--- config.mk ---
export PLATFORM = sky130hd
export DESIGN_NAME = inst_stream_gen
export DESIGN_NICKNAME = d
export VERILOG_FILES = /design/src/rtl/inst_stream_gen.sv
export SDC_FILE = /design/constraint.sdc
export NUM_CORES = 1
export LEC_CHECK = 0
export ABC_AREA = 1
export ABC_CLOCK_PERIOD_IN_PS = 5300
export BUFFER_PORTS_ARGS = -buffer_cell sky130_fd_sc_hd__buf_2
export CORE_MARGIN = 5
export CORE_UTILIZATION = 59
export DETAILED_ROUTE_END_ITERATION = 10
export PLACE_DENSITY = 0.85
export SYNTH_ARGS = -nofsm -noshare
export SYNTH_HDL_FRONTEND = slang
export SYNTH_SLANG_ARGS = --single-unit
--- constraint.sdc ---
create_clock -name clk -period 5.3 [get_ports clk]
set_input_delay 0.265 -clock clk [delete_from_list [all_inputs] [get_ports clk]]
set_output_delay 0.265 -clock clk [all_outputs]
set_load 0.02 [all_outputs]
--- src/rtl/inst_stream_gen.sv ---
// Instruction-stream generator: two addi inits, N add terms (Fibonacci or doubling),
// then drain NOPs, presented on a registered valid/ready interface.
module inst_stream_gen #(
    parameter logic [4:0]  REG_A      = 5'd1,
    parameter logic [4:0]  REG_B      = 5'd2,
    parameter logic [15:0] INIT_VAL   = 16'd1,
    parameter int          CNT_W      = 8,
    parameter int          FLUSH_NOPS = 3
) (
    input  logic               clk,
    input  logic               rst_n,
    input  logic               start,
    input  logic               mode,
    input  logic [CNT_W-1:0]   n_terms,
    input  logic               inst_ready,
    output logic               inst_valid,
    output logic [31:0]        inst,
    output logic               busy,
    output logic               done,
    output logic [CNT_W+1:0]   inst_count
);

    localparam int CW = CNT_W + 2;
    localparam int FW = (FLUSH_NOPS > 1) ? $clog2(FLUSH_NOPS) : 1;

    typedef enum logic [2:0] {
        S_IDLE,
        S_INIT_A,
        S_INIT_B,
        S_TERMS,
        S_FLUSH,
        S_DONE
    } state_t;

    state_t            state_q,      state_d;
    logic              inst_valid_q, inst_valid_d;
    logic [31:0]       inst_q,       inst_d;
    logic              busy_q,       busy_d;
    logic              done_q,       done_d;
    logic [CW-1:0]     inst_count_q, inst_count_d;
    logic [CNT_W-1:0]  n_terms_q,    n_terms_d;
    logic              mode_q,       mode_d;
    logic [CNT_W-1:0]  idx_q,        idx_d;
    logic [FW-1:0]     flush_cnt_q,  flush_cnt_d;

    logic xfer;
    logic enter_tail;
    logic enter_done;

    function automatic logic [31:0] addi_word(input logic [4:0] rt);
        return {6'b001000, 5'd0, rt, INIT_VAL};
    endfunction

    // Doubling always targets REG_A; Fibonacci alternates the destination on index parity.
    function automatic logic [31:0] term_word(input logic [CNT_W-1:0] i, input logic m);
        logic [4:0] rt;
        logic [4:0] rd;
        rt = m ? REG_A : REG_B;
        rd = (m || !i[0]) ? REG_A : REG_B;
        return {6'b000000, REG_A, rt, rd, 5'd0, 6'b100000};
    endfunction

    assign xfer = inst_valid_q && inst_ready;

    // NOTE: every always_comb output gets a default first so no path can infer a latch.
    always_comb begin
        state_d      = state_q;
        inst_valid_d = inst_valid_q;
        inst_d       = inst_q;
        busy_d       = busy_q;
        done_d       = 1'b0;
        inst_count_d = inst_count_q;
        n_terms_d    = n_terms_q;
        mode_d       = mode_q;
        idx_d        = idx_q;
        flush_cnt_d  = flush_cnt_q;
        enter_tail   = 1'b0;
        enter_done   = 1'b0;

        if (xfer) begin
            inst_count_d = inst_count_q + CW'(1);
        end

        case (state_q)
            S_IDLE: begin
                if (start) begin
                    n_terms_d    = n_terms;
                    mode_d       = mode;
                    inst_count_d = '0;
                    idx_d        = '0;
                    state_d      = S_INIT_A;
                    inst_valid_d = 1'b1;
                    inst_d       = addi_word(REG_A);
                    busy_d       = 1'b1;
                end
            end
            S_INIT_A: begin
                if (xfer) begin
                    state_d = S_INIT_B;
                    inst_d  = addi_word(REG_B);
                end
            end
            S_INIT_B: begin
                if (xfer) begin
                    if (n_terms_q != '0) begin
                        state_d = S_TERMS;
                        idx_d   = '0;
                        inst_d  = term_word('0, mode_q);
                    end else begin
                        enter_tail = 1'b1;
                    end
                end
            end
            S_TERMS: begin
                if (xfer) begin
                    if (idx_q == n_terms_q - CNT_W'(1)) begin
                        enter_tail = 1'b1;
                    end else begin
                        idx_d  = idx_q + CNT_W'(1);
                        inst_d = term_word(idx_q + CNT_W'(1), mode_q);
                    end
                end
            end
            S_FLUSH: begin
                if (xfer) begin
                    if (int'(flush_cnt_q) == FLUSH_NOPS - 1) begin
                        enter_done = 1'b1;
                    end else begin
                        flush_cnt_d = flush_cnt_q + FW'(1);
                    end
                end
            end
            S_DONE: begin
                state_d      = S_IDLE;
                busy_d       = 1'b0;
                inst_valid_d = 1'b0;
                inst_d       = '0;
            end
            default: begin
                state_d      = S_IDLE;
                busy_d       = 1'b0;
                inst_valid_d = 1'b0;
                inst_d       = '0;
            end
        endcase

        // With no drain NOPs configured the last term goes straight to DONE.
        if (enter_tail) begin
            if (FLUSH_NOPS != 0) begin
                state_d     = S_FLUSH;
                flush_cnt_d = '0;
                inst_d      = '0;
            end else begin
                enter_done = 1'b1;
            end
        end

        if (enter_done) begin
            state_d      = S_DONE;
            inst_valid_d = 1'b0;
            inst_d       = '0;
            done_d       = 1'b1;
        end
    end

    // NOTE: sequential state uses non-blocking assignments so all flops update together.
    always_ff @(posedge clk or negedge rst_n) begin
        if (!rst_n) begin
            state_q      <= S_IDLE;
            inst_valid_q <= 1'b0;
            inst_q       <= '0;
            busy_q       <= 1'b0;
            done_q       <= 1'b0;
            inst_count_q <= '0;
            n_terms_q    <= '0;
            mode_q       <= 1'b0;
            idx_q        <= '0;
            flush_cnt_q  <= '0;
        end else begin
            state_q      <= state_d;
            inst_valid_q <= inst_valid_d;
            inst_q       <= inst_d;
            busy_q       <= busy_d;
            done_q       <= done_d;
            inst_count_q <= inst_count_d;
            n_terms_q    <= n_terms_d;
            mode_q       <= mode_d;
            idx_q        <= idx_d;
            flush_cnt_q  <= flush_cnt_d;
        end
    end

    assign inst_valid = inst_valid_q;
    assign inst       = inst_q;
    assign busy       = busy_q;
    assign done       = done_q;
    assign inst_count = inst_count_q;

endmodule

=== Word level (Yosys, flattened, before mapping) ===
Cells that the tools add are included.

* Flip-flop bits (word level): 67
* Bits of input ports: 13
* Output and inout bits: 45
* Word-level logic and storage cells: 97

* Add/subtract/negate cells: 4
* Equal/unequal tests: 22
* Muxes and demuxes: 43
* Bitwise logic cells: 1
* Reduce and logical (&&, ||, !) cells: 17

{| class="wikitable"
|+ Operators with widths
! cell !! count
|-
| 32-bit 2-to-1 mux || 8
|-
| 32-bit case mux with 5 select lines || 1
|-
| 8-bit 2-to-1 mux || 5
|-
| 10-bit 2-to-1 mux || 3
|-
| 4-bit inequality test, second input constant || 6
|-
| 8-bit case mux with 3 select lines || 1
|-
| 3-bit 2-to-1 mux || 6
|-
| 2-bit 2-to-1 mux || 6
|-
| 2-bit inequality test, second input constant || 6
|-
| 3-bit case mux with 4 select lines || 1
|-
| 10-bit by 1-bit adder with 10-bit output, second input constant || 1
|-
| 1-bit 2-to-1 mux || 10
|-
| 8-bit by 1-bit adder with 8-bit output, second input constant || 1
|-
| 8-bit equality test || 1
|-
| 8-bit nonzero test || 1
|-
| 8-bit by 1-bit subtractor with 8-bit output, second input constant || 1
|-
| 7-bit AND reduction || 1
|-
| 3-bit by 2-bit equality test with 1-bit output, second input constant || 2
|-
| 3-bit inequality test, second input constant || 2
|-
| 2-bit AND reduction || 3
|-
| 6-bit AND reduction || 1
|-
| 5-bit AND reduction || 1
|-
| 1-bit case mux with 2 select lines || 2
|-
| 2-bit nonzero test || 2
|-
| 15 further kinds || 15
|}

=== Logic depth before layout (Yosys ltp) ===
Gate-level depths: netlist of run 1.

* Depth in word-level cells: 9
* Mapped depth: 17
* Mapped depth without buffers: 16

=== Worst setup path before layout of run 1 ===
OpenSTA, ideal clock, no wires.

* Path type: flip-flop to flip-flop
* Start: register n_terms_q[0]
* End: register inst_q[11] (netlist: inst[11])
* Library setup time: 0.117 ns
* Arrival time: 1.743 ns
* Required time: 5.183 ns
* Slack: 3.440 ns
* Cell stages (with the launch flop): 18
* Buffers on the path: 1
* Clock period less this slack: 1.860 ns
* Cell sequence: dfrtp_1 > inv_1 > ha_1 > inv_1 > nand2_1 > nand3_1 > nand2_1 > nor2_4 > nand3_2 > nor2_2 > nand2_2 > nand2_2 > nand3_2 > buf_6 > nand2_1 > inv_1 > nand3_1 > nand2_1

* Word-level cells in the longest chain between the ends: 7
* Elaborated cells on any way between the ends: 18
* Classes of those cells: add/sub (1); eq/ne (8); mux (7); reduce/logical (2)

{| class="wikitable"
|+ RTL lines
! item !! line !! text
|-
| from (decl) || 41 || <nowiki>logic [CNT_W-1:0] n_terms_q, n_terms_d;</nowiki>
|-
| from (signal assigned) || 186 || <nowiki>n_terms_q <= n_terms_d;</nowiki>
|-
| 8-bit by 1-bit subtractor with 8-bit output || 116 || <nowiki>if (idx_q == n_terms_q - CNT_W'(1)) begin</nowiki>
|-
| 8-bit equality test || 116 ||
|-
| 1-bit 2-to-1 mux || 116 ||
|-
| 1-bit 2-to-1 mux || 115 || <nowiki>if (xfer) begin</nowiki>
|-
| 1-bit case mux with 2 select lines || 84 || <nowiki>case (state_q)</nowiki>
|-
| 4-bit inequality test (no source line), or another cell as far along || n/a ||
|-
| 7-bit AND reduction (no source line) / 32-bit 2-to-1 mux (equally long branches) || n/a ||
|-
| to (signal assigned) || 182 || <nowiki>inst_q <= inst_d;</nowiki>
|-
| to (decl) || 37 || <nowiki>logic [31:0] inst_q, inst_d;</nowiki>
|}

Parallel ways exist; a longest one is shown, timed or not.
A chain may end at the register's enable or synchronous reset.

=== Final worst setup path of run 1 ===
* Start: register n_terms_q[0]
* End: register inst_q[12] (netlist: inst[12])

The elaborated chain is that of the path after synthesis.

==> summary.md, run 1 <==
| Metric | Value |
|---|---|
| Post_cts resized | 0 |
| First-pass GRT wire length | 9.487 mm |
| CTS tree | yes |
| Area grow syn2layout | 7.670% |
| Routed wire per std cell | 12.01 um |
| Yosys top cell by area | dfrtp_1 |
| Clock Skew | 0.007117 ns |
| Die Y | 76.72 um |
| Status | complete, no violations |
| DRC viols | 0 |
| Max-slew violation count | 0 |
| Post-Place Worst Slack | 3.073 ns |
| Post-CTS Setup Inserts | 0 |
| Most frequent cells in the layout | 105 x nand2_1, 48 x inv_1, 41 x dfrtp_1 |
| Sink count of the clock tree | 41 |
| FF-to-FF End | inst[12] |
| Type of the worst min-delay path | input pin to async pin |
| Core Footprint | 0.004324 mm^2 |
| Top-area cell type share of the netlist area | 39.07% |
| PortBufs | 33 |
| Slew headroom | 38.06% |
| Hold Buf Count CTS | 0 |
| RSZ-0062 raised after global routing | false |
| Critical path class | flip-flop to flip-flop |
| Fmax | 0.4415 GHz |
| Met1 Usage GRT | 25.41% |
| Vias per inst | 5.089 |
| Vias in the first global route | 2,140 |
| Die W | 76.72 um |
| 1st-iter DRT viols | 110 |
| LEAKAGE | 0.001551 uW |
| Busiest grt layer | met2 |
| Met3 Use GR | 5.269% |
| Crit-path slowest cell | dfrtp_1 |
| Initial antenna violation count | 0 |
| Register area share after synthesis | 39.07% |
| Cells after synthesis | 364 |
| Share of layout cells above drive strength 1 | 13.64% |
| N_diodes | 0 |
| Final worst slack | 3.035 ns |
| Tmin final | 2.265 ns |
| Utilization after layout | 65.39% |
| Aggregate global-route resource usage | 19.36% |
| Final TNS setup | 0 ns |
| Post-Route WL | 5.382 mm |
| Total vias in the final route | 2,280 |
| Worst Path Buf+Inv | 2 |
| Maxcap violations | 0 |
| Crit. Startpoint | n_terms_q[0] |
| Measured slew at the worst slew-check pin | 0.9291 ns |
| FILL cells | 393 |
| Total gr overflow | 0 |
| CP arrival | 2.45 ns |
| DIE AREA | 0.005886 mm^2 |
| Io pins | 58 |
| CP cell instances | inv_1 -> ha_1 -> inv_1 -> nand2_1 -> nand2_1 -> nand3_2 -> nor2_4 -> nand3_2 -> nor2_2 -> nand2_2 -> nand2_2 -> nand3_2 -> nand3_2 -> nand2_2 -> nand2_1 -> nand2_1 |
| R2r worst-path depth | 16 |
| P per Cell Area | 528.0 mW/mm^2 |
| Site Rows | 24 |
| R2R Setup Slk | 3.04 ns |
| Clock Pin Slew Worst Setup and Hold Paths | 0.08 ns |
| Final period util | 42.73% |
| Number of H-tree levels | 2 |
| Worst VDD drop | 0.0003280 V |
| Cts bufs inserted | 5 |
| Critical Path RT | 5.49 ns |
| Fin. Hold Viols | 0 |
| CP max stage delay | 0.39 ns |
| CP top delay family | simple AND/OR/NAND/NOR gates |
| Initial Util | 60.73% |
| Most common cell after layout, fill and taps aside | nand2_1 |
| Critical path launch point type | flip-flop |
| GPL Wtd Cong | 0.9198 |
| Hpwl dp | 4.012 mm |
| Root Driver | clkbuf_8 |
| R2r startpoint | n_terms_q[0] |
| Mean Syn Cell Area | 7.215 um^2 |
| Met2 usage | 30.73% |
| Setup violators final | 0 |
| Critical path peak fanout | 11 |
| Largest net degree at the start of global routing | 42 |
| YS warnings | 0 |
| Total iterations of the first detailed-routing run | 4 |
| Worst skew pair latency | 0.30 ns |
| Top area cells in the synthesized netlist | dfrtp_1 39%, nand2_1 15%, buf_4 7.7% |
| Post-synth cell types | 31 |
| #FFs+latches synth | 41 |
| ANT nets after route | 0 |
| Multi-input logic area | 0.001271 mm^2 |
| Maximum clock path buffer count | 2 |
| Area of the mapped netlist | 0.002626 mm^2 |
| Layout Nets | 412 |
| Worst Setup End Kind | flip-flop |
| Reg area | 0.001026 mm^2 |
[power breakdown]
part | switching (uW) | internal [uW] | total (uW)
registers | 89.7 | 409 | 499
clock network | 110 | 154 | 264
logic | 498 | 233 | 730
total | 698 | 795 | 1490
[worst reg2reg max path: stages (launching register included)]
cell	delay, ns
dfrtp_1	0.39
inv_1	0.10
ha_1	0.34
inv_1	0.06
nand2_1	0.04
nand2_1	0.08
nand3_2	0.09
nor2_4	0.10
nand3_2	0.07
nor2_2	0.09
nand2_2	0.06
nand2_2	0.07
nand3_2	0.20
nand3_2	0.21
nand2_2	0.11
nand2_1	0.07
nand2_1	0.05
[state kept, by name, indices dropped and copies added, names as in the netlist]
name         flops
inst             6
inst_count      10
flush_cnt_q      2
state_q          3
mode_q           1
done             1
n_terms_q        8
idx_q            8
inst_valid       1
busy             1
[layer usage]
layer  routed length, um  vias to the layer above
li1                    -                     1150
met1                2422                     1041
met2                2500                       74
met3                 344                       15
met4                 115                        0
met5                   0                        -
[how the worst max path moves through the flow]
| stage | end | slack [ns] | cells after the start |
|---|---|---|---|
| final | inst[12] | 3.04 | 16 |
| after global routing | idx_q[2] | 2.76 | 13 |
| after CTS | inst[21] | 3.04 | 16 |
| after detailed placement | inst[12] | 3.07 | 16 |
| after global placement | inst[16] | 3.14 | 16 |
| after floorplan | inst[11] | 3.44 | 17 |
[area by class of cell]
type | count | share of cell area [%]
timing repair buffer | 33 | 5.841
clock buffer | 7 | 3.053
multi-input combinational | 265 | 44.96
tap | 52 | 2.301
inverter | 49 | 6.504
sequential | 41 | 36.28
clock inverter | 1 | 1.062
[logic make-up after synthesis]
family	count (synthesis)	synth area share [%]
other	1	0.1428
and+or+nand+nor	188	31.25
buffers and inverters	81	15.82
DFF	41	39.07
AOI/OAI and AO/OA	37	7.813
adders and majority gates	4	1.906
xor gates and xnor gates	12	4.002
[cell usage after synthesis]
| master | instances |
|---|---|
| nand2_1 | 105 |
| inv_1 | 48 |
| dfrtp_1 | 41 |
| nor2_1 | 34 |
| buf_4 | 27 |
| nand3_1 | 19 |
| o21ai_0 | 19 |
| xor2_1 | 10 |
| nor3_1 | 8 |
| a21oi_1 | 7 |
| nand2_2 | 6 |
| nand4_1 | 6 |
| ha_1 | 4 |
| nand3_2 | 4 |
| o21ai_1 | 4 |
| a211oi_1 | 2 |
| a31oi_1 | 2 |
| buf_2 | 2 |
| clkbuf_1 | 2 |
| nor2_4 | 2 |
| xnor2_1 | 2 |
| a211oi_2 | 1 |
| and2_1 | 1 |
| and3_1 | 1 |
| buf_6 | 1 |
| clkinv_1 | 1 |
| conb_1 | 1 |
| nand3b_1 | 1 |
| nor2_2 | 1 |
| o211ai_1 | 1 |
| o21a_1 | 1 |
[through the flow]
stage	cell area, um^2	total power (uW)	instances	hold slack (ns)
2_1_floorplan	2713	1074	387	-0.03059
3_3_place_gp	2711	1204	440	0.4387
3_5_place_dp	2711	1226	440	0.4475
4_1_cts	2828	1495	448	0.1281
5_1_grt	2828	1645	448	0.1616
6_report	2828	1493	448	0.1066
(Power assumes the default switching activity.)
==> inputs of run 2 (changes only) <==
Settings changed: ABC_CLOCK_PERIOD_IN_PS 5300 to 1910, CORE_UTILIZATION 59 to 49, PLACE_DENSITY 0.85 to 0.75.
Clock period 5.3 ns to 1.91 ns, I/O delays scaled along.
==> summary.md, run 2 (synthesis gave the netlist of run 1 again) <==
| Metric | Value |
|---|---|
| Status | finished with violations |
| Violated checks | setup timing |
| Critical Path RT | 2.10 ns |
| Final TNS setup | -0.1476 ns |
| Total gr overflow | 0 |
| Number of H-tree levels | 2 |
| PortBufs | 33 |
| Slew headroom | 65.92% |
| Share of layout cells above drive strength 1 | 22.77% |
| Initial Util | 50.77% |
| Critical path launch point type | flip-flop |
| LEAKAGE | 0.001696 uW |
| Tmin final | 1.944 ns |
| Core Footprint | 0.005172 mm^2 |
| Site Rows | 26 |
| Clock Skew | 0.01041 ns |
| Routed wire per std cell | 11.60 um |
| Setup violators final | 7 |
| FILL cells | 467 |
| Final period util | 101.8% |
| Io pins | 58 |
| Total vias in the final route | 2,335 |
| Hold Crit Endpoint | n_terms_q[1] |
| Measured slew at the worst slew-check pin | 0.5112 ns |
| Worst VDD drop | 0.0006699 V |
| Vias in the first global route | 2,272 |
| R2r startpoint | n_terms_q[1] |
| Most common cell after layout, fill and taps aside | nand2_1 |
| Max FFs per register | 10 |
| 1st-iter DRT viols | 153 |
| DIE AREA | 0.006924 mm^2 |
| Total iterations of the first detailed-routing run | 4 |
| Fmax | 0.5143 GHz |
| DRC viols | 0 |
| Largest net degree at the start of global routing | 42 |
| Post-Route WL | 5.752 mm |
| Worst Hold Depth | 3 |
| Die Y | 83.21 um |
| Critical path peak fanout | 6 |
| First-pass GRT wire length | 9.832 mm |
| Type of the worst min-delay path | input pin to flip-flop |
| Hpwl dp | 4.243 mm |
| Final worst slack | -0.03446 ns |
| Clock Pin Slew Worst Setup and Hold Paths | 0.08 ns |
| Aggregate global-route resource usage | 17.02% |
| FF-to-FF End | state_q[0] |
| Die W | 83.21 um |
| R2R Setup Slk | -0.03 ns |
| Most frequent cells in the layout | 97 x nand2_1, 44 x inv_1, 41 x dfrtp_1 |
| CTS tree | yes |
| Worst Setup End Kind | flip-flop |
| Root Driver | clkbuf_8 |
| Utilization after layout | 61.59% |
| Area grow syn2layout | 21.30% |
| Fin. Hold Viols | 0 |
| Sink count of the clock tree | 41 |
| CP arrival | 2.13 ns |
| R2r worst-path depth | 17 |
| Worst skew pair latency | 0.30 ns |
| N_diodes | 0 |
| Critical path class | flip-flop to flip-flop |
| Layout Nets | 442 |
| Cts bufs inserted | 5 |
| GPL Wtd Cong | 0.9214 |
| Max-slew violation count | 0 |
| Min-delay src | n_terms[1] |
| Maximum clock path buffer count | 2 |
| Vias per inst | 4.708 |
| P per Cell Area | 1433 mW/mm^2 |
| RSZ-0062 raised after global routing | true |
| ANT nets after route | 0 |
| Maxcap violations | 0 |
| Initial antenna violation count | 0 |
[run 2: cell count changes in the layout (fill, tap and decap cells not counted), sizes merged]
cell         previous run  this run
buf                    33        55
clkinvlp                0         1
dlygate4sd3             0         8
clkinv                  1         2
clkbuf                  7         5
[run 2: per-layer routing]
layer	global-route usage (%)	share of wire, %
met3	3.366	5.8
met1	22.48	46
met5	0	0
met4	6.686	1.3
met2	27.33	47
[run 2: how the worst max path moves through the flow]
| stage | from | endpoint | slack, ns | cells after the start |
|---|---|---|---|---|
| 2_1_floorplan | n_terms_q[0] | inst[11] | 0.05 | 17 |
| 3_3_place_gp | n_terms_q[0] | inst[11] | -0.02 | 16 |
| 3_5_place_dp | n_terms_q[0] | inst[16] | -0.05 | 16 |
| 4_1_cts | n_terms_q[0] | state_q[0] | 0.004 | 17 |
| 5_1_grt | n_terms_q[1] | state_q[0] | -0.14 | 17 |
| 6_report | n_terms_q[1] | state_q[0] | -0.03 | 17 |
[run 2: power breakdown]
group          total, uW  internal [uW]  leakage (uW)  switching [uW]
clock network        724            391     0.0000543             332
logic               2460            927       0.00111            1540
registers           1380           1130      0.000535             241
[run 2: through the flow]
stage	area (um^2)	total power (uW)	std cells	hold WS, ns	worst slack (ns)
floorplan	2713	2981	387	-0.2001	0.05033
global placement	2884	3552	478	0.1887	-0.01986
detailed placement	2884	3599	478	0.1938	-0.04856
CTS	3124	4430	495	0.0001892	0.003980
global route	3186	4967	496	0.01322	-0.1443
finish	3186	4564	496	0.007316	-0.03446
[run 2: repair_timing]
item                                    4_1_cts  5_1_grt
buffers inserted                              1        1
hold endpoints to repair                     48        0
gates resized for setup                       9       18
pin swaps                                     0        1
endpoints found under the setup margin        8       18
hold buffers                                  8        0
[run 2: layout make-up]
type | count | area [um^2] | area share, %
multi-input cells | 265 | 1351 | 42.42
flip-flops and latches | 41 | 1026 | 32.21
repair buffers | 63 | 421.7 | 13.24
inverters | 49 | 183.9 | 5.774
well taps | 70 | 87.58 | 2.749
clock buffers | 5 | 68.82 | 2.160
clock inverters | 3 | 46.29 | 1.453
[run 2: critical path: stages, from the launching register on]
cell and delay, ns:
dfrtp_1 0.41, inv_2 0.09, ha_4 0.20, inv_2 0.05, nand2_2 0.04, nand2_2 0.08
nand3_2 0.09, nor2_4 0.11, nand3_2 0.07, nor2_2 0.09, nand2_2 0.06, nand2_2 0.09
nand3_4 0.10, buf_6 0.15, nand2_2 0.05, nor2_2 0.04, nand2_1 0.06, nand2_1 0.05
==> inputs of run 3 (changes only) <==
--- a/config.mk
+++ b/config.mk
@@ -10,4 +10,6 @@
 export BUFFER_PORTS_ARGS = -buffer_cell sky130_fd_sc_hd__buf_2
+export CAP_MARGIN = 20
 export CORE_MARGIN = 5
 export CORE_UTILIZATION = 49
+export CTS_CLUSTER_SIZE = 24
 export DETAILED_ROUTE_END_ITERATION = 10
--- a/constraint.sdc
+++ b/constraint.sdc
@@ -3,2 +3,2 @@
 set_output_delay 0.0955 -clock clk [all_outputs]
-set_load 0.02 [all_outputs]
+set_load 0.1 [all_outputs]
==> summary.md, run 3 (synthesis gave the netlist of run 1 again) <==
| Metric | Value |
|---|---|
| Fin. Hold Viols | 0 |
| Die Y | 83.21 um |
| LEAKAGE | 0.001698 uW |
| Type of the worst min-delay path | input pin to flip-flop |
| Maxcap violations | 0 |
| Clock Pin Slew Worst Setup and Hold Paths | 0.08 ns |
| Most common cell after layout, fill and taps aside | nand2_1 |
| Violated checks | setup timing |
| Fmax | 0.5196 GHz |
| ANT nets after route | 0 |
| DIE AREA | 0.006924 mm^2 |
| Largest net degree at the start of global routing | 26 |
| RSZ-0062 raised after global routing | true |
| Hold WS | 0.004461 ns |
| Max FFs per register | 10 |
| Final period util | 100.8% |
| CP arrival | 2.16 ns |
| Root Driver | clkbuf_8 |
| Final worst slack | -0.01469 ns |
| Aggregate global-route resource usage | 17.60% |
| Worst skew pair latency | 0.29 ns |
| Cts bufs inserted | 5 |
| FILL cells | 446 |
| Io pins | 58 |
| Clock Skew | 0.003515 ns |
| Critical path peak fanout | 3 |
| Die W | 83.21 um |
| Reg area | 0.001035 mm^2 |
| Share of layout cells above drive strength 1 | 25.71% |
| Total iterations of the first detailed-routing run | 4 |
| GPL Wtd Cong | 0.9244 |
| Worst VDD drop | 0.001424 V |
| Area grow syn2layout | 22.77% |
| Total gr overflow | 0 |
| Initial Util | 50.77% |
| Routed wire per std cell | 11.88 um |
| Layout Nets | 440 |
| Worst Setup End Kind | flip-flop |
| Multi-input logic area | 0.001396 mm^2 |
| Site Rows | 26 |
| Critical path class | flip-flop to flip-flop |
| Maximum clock path buffer count | 2 |
| Vias in the first global route | 2,333 |
| DRC viols | 0 |
| Post-Route WL | 5.871 mm |
| Layout Cells excl Fill | 494 |
| PortBufs | 33 |
| 1st-iter DRT viols | 150 |
| Tmin final | 1.925 ns |
| Number of H-tree levels | 2 |
| Critical path launch point type | flip-flop |
| Sink count of the clock tree | 41 |
| Status | finished with violations |
| Post-Route M1 WL | 2.673 mm |
| Initial antenna violation count | 0 |
| Setup violators final | 5 |
| DP Cell Count | 476 |
| Vias per inst | 4.787 |
| N_diodes | 0 |
| Total vias in the final route | 2,365 |
| P per Cell Area | 1768 mW/mm^2 |
| Max-slew violation count | 0 |
| First-pass GRT wire length | 10.27 mm |
| Met2 wire length | 2.785 mm |
| Hpwl dp | 4.377 mm |
| Core Footprint | 0.005172 mm^2 |
| CTS tree | yes |
| Met3 wire length | 337 um |
| Most frequent cells in the layout | 99 x nand2_1, 41 x inv_1, 36 x dfrtp_1 |
| Highest metal used | met4 |
| Critical Path RT | 2.14 ns |
run 3: cell types whose count changed in the layout (fill, tap and decap cells not counted), moves of 4 or more:
| cell | before | now |
|---|---|---|
| dlygate4sd3_1 | 8 | 3 |
| nand2_2 | 13 | 8 |
| dfrtp_2 | 0 | 4 |
| dfrtp_1 | 41 | 36 |
run 3: per-layer routing:
metal | GRT usage, % | up-vias
met5 | 0 | -
met4 | 6.538 | 0
met2 | 28.86 | 65
li1 | - | 1206
met3 | 3.861 | 7
met1 | 22.69 | 1087
run 3: final timing paths:
check | startpoint | to | slack, ns | cells after the start
min | n_terms[2] | n_terms_q[2] | 0.004 | 3
max | n_terms_q[1] | inst[21] | -0.01 | 14
min in group asynchronous | rst_n | idx_q[6] | 0.24 | 2
max reg2reg | n_terms_q[1] | inst[21] | -0.01 | 14
min reg2reg | inst[16] | inst[16] | 0.47 | 2
max in group asynchronous | rst_n | inst_valid | 0.99 | 3
run 3: metrics by stage:
stage	setup WS, ns	TNS, ns	utilization, %	total power [uW]	instance area [um^2]
6_report	-0.01469	-0.03658	62.34	5700	3224
5_1_grt	-0.1876	-2.698	62.34	6128	3224
4_1_cts	-0.02293	-0.1486	60.18	5488	3113
3_5_place_dp	-0.08099	-0.6552	55.61	4559	2877
3_3_place_gp	-0.02725	-0.08269	55.61	4500	2877
2_1_floorplan	0.01551	0	-	3944	2720
run 3: where the power goes:
group / leakage (uW) / internal [uW] / switching, uW / total, uW
Combinational: 0.00111 / 1010 / 2550 / 3570
Clock: 0.0000585 / 426 / 300 / 726
Sequential: 0.000529 / 1150 / 260 / 1410
run 3: critical path: stages, from the launching register on:
cell     delay (ns)
dfrtp_1        0.40
buf_4          0.15
nor2_4         0.10
nand2_2        0.08
xor2_2         0.19
nand2_1        0.09
nand2_1        0.08
nor2_1         0.05
nand2_2        0.10
nand2_4        0.06
buf_4          0.13
buf_4          0.12
a21oi_1        0.13
nand3_1        0.10
nand2_1        0.09
run 3: repair_timing:
action	CTS	global route
hold endpoints to repair	18	0
setup endpoints to repair	15	21
cloned	0	1
resized for setup	18	26
hold buffers	3	0
pin swaps	15	17
setup buffers	5	2
run 3: cell type report:
class | instances | area share [%]
repair buffers | 61 | 12.57
clock buffers | 7 | 2.678
clock inverters | 1 | 0.9313
inverters | 49 | 5.704
well taps | 70 | 2.716
multi-input cells | 265 | 43.31
flip-flops and latches | 41 | 32.09
